## src/rtl/adbg_jtag_tap.sv

```systemverilog
// JTAG TAP controller, instruction register and TDO mux for the advanced debug interface.
// Latency: state strobes decode the registered state (no extra cycle); TDO is re-timed onto the falling edge of tck_i.
// Backpressure: none; the JTAG host paces everything through tck_i/tms_i.
module adbg_jtag_tap #(
    parameter int                 IR_LEN       = 4,
    parameter logic [31:0]        IDCODE_VALUE = 32'h149511C3,
    parameter logic [IR_LEN-1:0]  IDCODE_INSTR = 4'b0010,
    parameter logic [IR_LEN-1:0]  DEBUG_INSTR  = 4'b1000,
    parameter logic [IR_LEN-1:0]  BYPASS_INSTR = 4'b1111
) (
    input  logic tck_i,
    input  logic trstn_i,
    input  logic tms_i,
    input  logic tdi_i,
    output logic tdo_o,
    output logic tdo_oe_o,
    input  logic debug_tdo_i,
    output logic test_logic_reset_o,
    output logic run_test_idle_o,
    output logic capture_dr_o,
    output logic shift_dr_o,
    output logic pause_dr_o,
    output logic update_dr_o,
    output logic debug_select_o
);

    // TAP state encoding (16 standard 1149.1 states)
    localparam logic [3:0] ST_TLR      = 4'd0;
    localparam logic [3:0] ST_RTI      = 4'd1;
    localparam logic [3:0] ST_SEL_DR   = 4'd2;
    localparam logic [3:0] ST_CAP_DR   = 4'd3;
    localparam logic [3:0] ST_SHIFT_DR = 4'd4;
    localparam logic [3:0] ST_EXIT1_DR = 4'd5;
    localparam logic [3:0] ST_PAUSE_DR = 4'd6;
    localparam logic [3:0] ST_EXIT2_DR = 4'd7;
    localparam logic [3:0] ST_UPD_DR   = 4'd8;
    localparam logic [3:0] ST_SEL_IR   = 4'd9;
    localparam logic [3:0] ST_CAP_IR   = 4'd10;
    localparam logic [3:0] ST_SHIFT_IR = 4'd11;
    localparam logic [3:0] ST_EXIT1_IR = 4'd12;
    localparam logic [3:0] ST_PAUSE_IR = 4'd13;
    localparam logic [3:0] ST_EXIT2_IR = 4'd14;
    localparam logic [3:0] ST_UPD_IR   = 4'd15;

    // IR capture pattern: ...0001, the mandatory '01' in the two LSBs
    localparam logic [IR_LEN-1:0] IR_CAPTURE = {{(IR_LEN-1){1'b0}}, 1'b1};

    logic [3:0]        state_q, state_d;
    logic [IR_LEN-1:0] ir_shift_q, ir_shift_d;
    logic [IR_LEN-1:0] ir_latched_q, ir_latched_d;
    logic              debug_select_q, debug_select_d;
    logic [31:0]       idcode_q, idcode_d;
    logic              bypass_q, bypass_d;
    logic              tdo_q, tdo_d;
    logic              tdo_oe_q, tdo_oe_d;

    // State decodes shared by the datapath and the outputs
    logic in_tlr, in_cap_dr, in_shift_dr, in_cap_ir, in_shift_ir, in_upd_ir;
    assign in_tlr      = (state_q == ST_TLR);
    assign in_cap_dr   = (state_q == ST_CAP_DR);
    assign in_shift_dr = (state_q == ST_SHIFT_DR);
    assign in_cap_ir   = (state_q == ST_CAP_IR);
    assign in_shift_ir = (state_q == ST_SHIFT_IR);
    assign in_upd_ir   = (state_q == ST_UPD_IR);

    // Instruction decode; anything not IDCODE or DEBUG falls back to BYPASS
    logic sel_idcode, sel_debug, sel_bypass;
    assign sel_idcode = (ir_latched_q == IDCODE_INSTR);
    assign sel_debug  = (ir_latched_q == DEBUG_INSTR);
    assign sel_bypass = (ir_latched_q == BYPASS_INSTR) || !(sel_idcode || sel_debug);

    // TAP next-state from TMS
    always_comb begin
        state_d = state_q;
        case (state_q)
            ST_TLR:      state_d = tms_i ? ST_TLR      : ST_RTI;
            ST_RTI:      state_d = tms_i ? ST_SEL_DR   : ST_RTI;
            ST_SEL_DR:   state_d = tms_i ? ST_SEL_IR   : ST_CAP_DR;
            ST_CAP_DR:   state_d = tms_i ? ST_EXIT1_DR : ST_SHIFT_DR;
            ST_SHIFT_DR: state_d = tms_i ? ST_EXIT1_DR : ST_SHIFT_DR;
            ST_EXIT1_DR: state_d = tms_i ? ST_UPD_DR   : ST_PAUSE_DR;
            ST_PAUSE_DR: state_d = tms_i ? ST_EXIT2_DR : ST_PAUSE_DR;
            ST_EXIT2_DR: state_d = tms_i ? ST_UPD_DR   : ST_SHIFT_DR;
            ST_UPD_DR:   state_d = tms_i ? ST_SEL_DR   : ST_RTI;
            ST_SEL_IR:   state_d = tms_i ? ST_TLR      : ST_CAP_IR;
            ST_CAP_IR:   state_d = tms_i ? ST_EXIT1_IR : ST_SHIFT_IR;
            ST_SHIFT_IR: state_d = tms_i ? ST_EXIT1_IR : ST_SHIFT_IR;
            ST_EXIT1_IR: state_d = tms_i ? ST_UPD_IR   : ST_PAUSE_IR;
            ST_PAUSE_IR: state_d = tms_i ? ST_EXIT2_IR : ST_PAUSE_IR;
            ST_EXIT2_IR: state_d = tms_i ? ST_UPD_IR   : ST_SHIFT_IR;
            ST_UPD_IR:   state_d = tms_i ? ST_SEL_DR   : ST_RTI;
            default:     state_d = ST_TLR;
        endcase
    end

    // Instruction register: capture/shift stage plus the latched instruction.
    // Only Update-IR changes the active instruction; a scan aborted by reset is lost.
    always_comb begin
        ir_shift_d   = ir_shift_q;
        ir_latched_d = ir_latched_q;
        if (in_cap_ir) begin
            ir_shift_d = IR_CAPTURE;
        end else if (in_shift_ir) begin
            ir_shift_d = {tdi_i, ir_shift_q[IR_LEN-1:1]};
        end
        if (in_tlr) begin
            ir_latched_d = IDCODE_INSTR;
        end else if (in_upd_ir) begin
            ir_latched_d = ir_shift_q;
        end
        debug_select_d = (ir_latched_d == DEBUG_INSTR);
    end

    // Internal data registers; with DEBUG selected the debug modules own the DR
    always_comb begin
        idcode_d = idcode_q;
        bypass_d = bypass_q;
        if (in_cap_dr) begin
            bypass_d = 1'b0;
            if (sel_idcode) begin
                idcode_d = IDCODE_VALUE;
            end
        end else if (in_shift_dr) begin
            if (sel_idcode) begin
                idcode_d = {tdi_i, idcode_q[31:1]};
            end
            if (sel_bypass) begin
                bypass_d = tdi_i;
            end
        end
    end

    // TDO source select, sampled on the falling edge
    always_comb begin
        tdo_oe_d = in_shift_ir || in_shift_dr;
        tdo_d    = 1'b0;
        if (in_shift_ir) begin
            tdo_d = ir_shift_q[0];
        end else if (in_shift_dr) begin
            if (sel_idcode) begin
                tdo_d = idcode_q[0];
            end else if (sel_debug) begin
                tdo_d = debug_tdo_i;
            end else begin
                tdo_d = bypass_q;
            end
        end
    end

    // Rising-edge state: TAP state, IR and internal DRs
    always_ff @(posedge tck_i or negedge trstn_i) begin
        if (!trstn_i) begin
            state_q        <= ST_TLR;
            ir_shift_q     <= '0;
            ir_latched_q   <= IDCODE_INSTR;
            debug_select_q <= 1'b0;
            idcode_q       <= '0;
            bypass_q       <= 1'b0;
        end else begin
            state_q        <= state_d;
            ir_shift_q     <= ir_shift_d;
            ir_latched_q   <= ir_latched_d;
            debug_select_q <= debug_select_d;
            idcode_q       <= idcode_d;
            bypass_q       <= bypass_d;
        end
    end

    // Falling-edge TDO retiming so data is stable around the host's rising-edge sample
    always_ff @(negedge tck_i or negedge trstn_i) begin
        if (!trstn_i) begin
            tdo_q    <= 1'b0;
            tdo_oe_q <= 1'b0;
        end else begin
            tdo_q    <= tdo_d;
            tdo_oe_q <= tdo_oe_d;
        end
    end

    assign tdo_o              = tdo_q;
    assign tdo_oe_o           = tdo_oe_q;
    assign debug_select_o     = debug_select_q;
    assign test_logic_reset_o = in_tlr;
    assign run_test_idle_o    = (state_q == ST_RTI);
    assign capture_dr_o       = in_cap_dr;
    assign shift_dr_o         = in_shift_dr;
    assign pause_dr_o         = (state_q == ST_PAUSE_DR);
    assign update_dr_o        = (state_q == ST_UPD_DR);

endmodule

```

## config.mk

```make
export PLATFORM = sky130hd
export DESIGN_NAME = adbg_jtag_tap
export DESIGN_NICKNAME = d
export VERILOG_FILES = /design/src/rtl/adbg_jtag_tap.sv
export SDC_FILE = /design/constraint.sdc
export NUM_CORES = 1
export LEC_CHECK = 0
export CAP_MARGIN = 20
export CORE_ASPECT_RATIO = 0.6
export CORE_MARGIN = 1.5
export CORE_UTILIZATION = 44
export DETAILED_ROUTE_END_ITERATION = 8
export MAX_ROUTING_LAYER = met4
export PLACE_DENSITY_LB_ADDON = 0.15
export SETUP_SLACK_MARGIN = 0.2
export SKIP_LAST_GASP = 1
export SLEW_MARGIN = 0
export SYNTH_ARGS = -nofsm -noshare
export SYNTH_HDL_FRONTEND = slang
export SYNTH_SLANG_ARGS = --single-unit
```

## constraint.sdc

```tcl
create_clock -name tck_i -period 4.5 [get_ports tck_i]
set_input_delay 0.9 -clock tck_i [delete_from_list [all_inputs] [get_ports tck_i]]
set_output_delay 0.9 -clock tck_i [all_outputs]
set_load 0.01 [all_outputs]
```

==> results.ini <==
[pwr]
pwr-share-seq = 0.429
p_sw_mw = 0.622
power.internal_mw = 0.949
p_leak_nw = 1.09
swShare = 0.396
powerDensity_nw_per_um2 = 634
p_clk_frac = 0.166
peakVddDrop_mv = 0.262
p_comb_frac = 0.405
power_mw = 1.57

[setup_path]
crit_buf_inv = 1
end_kind = output pin
critPathKind = reg -> out
required_ns = 3.60
crit_cells = 1
cp_top_family = flip-flops
crit_path_max_fanout = 1
worstPathCellList = dlygate4sd2_1
r2r_cells = 4
cp_data_arrival_time_ns = 3.18
cp-start-kind = register
crit_slowest_cell = dfrtn_1
max_stage_delay_ns = 0.38

[global_routing]
grtUsageTotal = 0.179
grt_max_degree = 47
antenna_found_initial = 0
grt_pass1_vias = 1441
grt_overflow = 0
grt_first_pass_wirelength_mm = 7.21

[routing]
drt_pre_antenna_iters = 4
wl_per_cell_um = 12.8
num_vias = 1650
wl_mm = 4.15
dr.first_iter.drc_count = 89
ant_nets = 0
drcViolationCount = 0
viasPerCell = 5.11

[cts]
clk_path_buf_depth = 2
cts_resized = 2
clkLatencyLatePin_ns = 0.29
post_cts_buffers = 0
numCtsBuffers = 5
cts_root_buf = clkbuf_8
cts_tree = yes
cts_sinks = 48
ctsHoldBuffers = 0
htree_levels = 2
path_clk_slew_ns = 0.08

[synthesis]
synth_ff_type = dfrtp_1
synth-async-reset-ratio = 1.00
synth_area_leaders = dfrtp_1 (50%), nand2_1 (10%), o21ai_0 (8.5%), nor2_1 (3.4%), dfrtn_1 (2.2%)
synth_area_um2 = 2230
synth-edff-count = 0
yosysMostFrequentCell = nand2_1
synth_warnings = 0
synth_common_cells = nand2_1 (62), dfrtp_1 (45), o21ai_0 (38)
ys_ff_latch = 48
avgSynthCellArea_um2 = 8.83
ys_seq_area_frac = 0.538
yosysTopAreaCellShare = 0.504
synth_cells = 253
ys_types = 44
yosysTopAreaCell = dfrtp_1
syn_nets = 258

[timing]
maxSlewViolCount = 0
setup_slack_ns = 0.424
tightestPinTransition_ns = 0.964
skew_ns = 0.00807
worst_hold_slack_ns = 0.404
finalHoldViolCount = 0
tns_ns = 0
rsz0062_at_grt = false
setup_viol = 0
relSlewSlack = 0.354

[placement]
gp_congestion = 0.827
hpwlAfterDp_mm = 2.77
dp_slack_ns = 0.390
dp_cells = 315
port_buffers = 13

[run_status]
status = complete, no violations

[final_layout]
diodes = 0
multi_input_area_um2 = 906
n_fill_cell = 445
final_net_count = 264
instances_no_fill = 323
drive_above_1_share = 0.0846
regArea_um2 = 1200
syn_to_final_growth_pct = 11.0

[floorplanning]
dieArea_um2 = 5530
num_rows = 19
start_util = 0.472
core_area_um2 = 4730
ios = 14
fp.dieW_um = 95.0
die_h_um = 58.2

[job]
drv_cap = 0

[worst_hold_path]
min_path_type = in -> async

==> power by group through the flow <==
stage / logic (mW) / registers (mW) / clock network, mW
2_1_floorplan: 0.519 / 0.643 / 0
3_3_place_gp: 0.639 / 0.680 / 0
3_5_place_dp: 0.644 / 0.680 / 0
4_1_cts: 0.641 / 0.672 / 0.271
5_1_grt: 0.733 / 0.694 / 0.292
6_report: 0.637 / 0.673 / 0.261
==> per-layer routing <==
metal | wire length, µm | track usage | vias to the layer above
li1 | - | - | 859
met1 | 2320 | 0.277 | 759
met2 | 1610 | 0.223 | 28
met3 | 177 | 0.0472 | 4
met4 | 37 | 0.0490 | 0
met5 | 0 | - | -
==> flip-flops by register name, indices dropped and copies added, names as in the netlist <==
register / count
idcode_q: 32
ir_latched_q: 4
ir_shift_q: 4
state_q: 4
bypass_q: 1
debug_select_o: 1
tdo_o: 1
tdo_oe_o: 1
==> final cells by class <==
type,instances,share of cell area
repair buffers,20,0.0707
multi-input cells,177,0.365
well taps,63,0.0318
flip-flops and latches,48,0.485
clock buffers,8,0.0363
inverters,7,0.0106
==> per-stage QoR <==
stage | utilization | area, µm²
2_1_floorplan | - | 2230
3_3_place_gp | 0.505 | 2390
3_5_place_dp | 0.505 | 2390
4_1_cts | 0.524 | 2480
5_1_grt | 0.524 | 2480
6_report | 0.524 | 2480
==> final timing paths <==
| check | from | to | slack [ns] |
|---|---|---|---|
| setup / recovery | tdo_o$_DFF_NN0_ | tdo_o | 0.42 |
| hold / removal | trstn_i | state_q[3]$_DFF_PN0_ | 0.40 |
| setup reg to reg | ir_latched_q[1]$_DFF_PN1_ | tdo_o$_DFF_NN0_ | 0.89 |
| hold reg to reg | idcode_q[17]$_DFFE_PN0P_ | idcode_q[17]$_DFFE_PN0P_ | 0.49 |
| max in group asynchronous | trstn_i | tdo_oe_o$_DFF_NN0_ | 1.81 |
| min in group tck_i | idcode_q[17]$_DFFE_PN0P_ | idcode_q[17]$_DFFE_PN0P_ | 0.49 |
==> placed cells by master, fill, tap and decap left out, types with 2 or more instances in the layout <==
cell type / count
clkbuf_1: 2
dlygate4sd2_1: 2
a21oi_1: 6
o21ai_0: 38
nand2_1: 62
nand3_1: 2
nor3b_1: 3
and3_1: 2
nor4_1: 2
o22ai_1: 6
dfrtp_1: 45
nand2b_1: 2
buf_4: 7
inv_1: 7
o21ai_1: 6
nor2_1: 20
nand4_1: 2
o21a_1: 3
clkdlybuf4s50_1: 10
clkbuf_8: 6
dfrtn_1: 2
==> cell families after synthesis <==
family,synth area share
buffers and inverters,0.0599
muxes,0.00448
AOI/OAI and AO/OA,0.173
xor gates and xnor gates,0.00392
DFF,0.538
and+or+nand+nor,0.220
No activity file was read; power rests on OpenSTA's default activity.
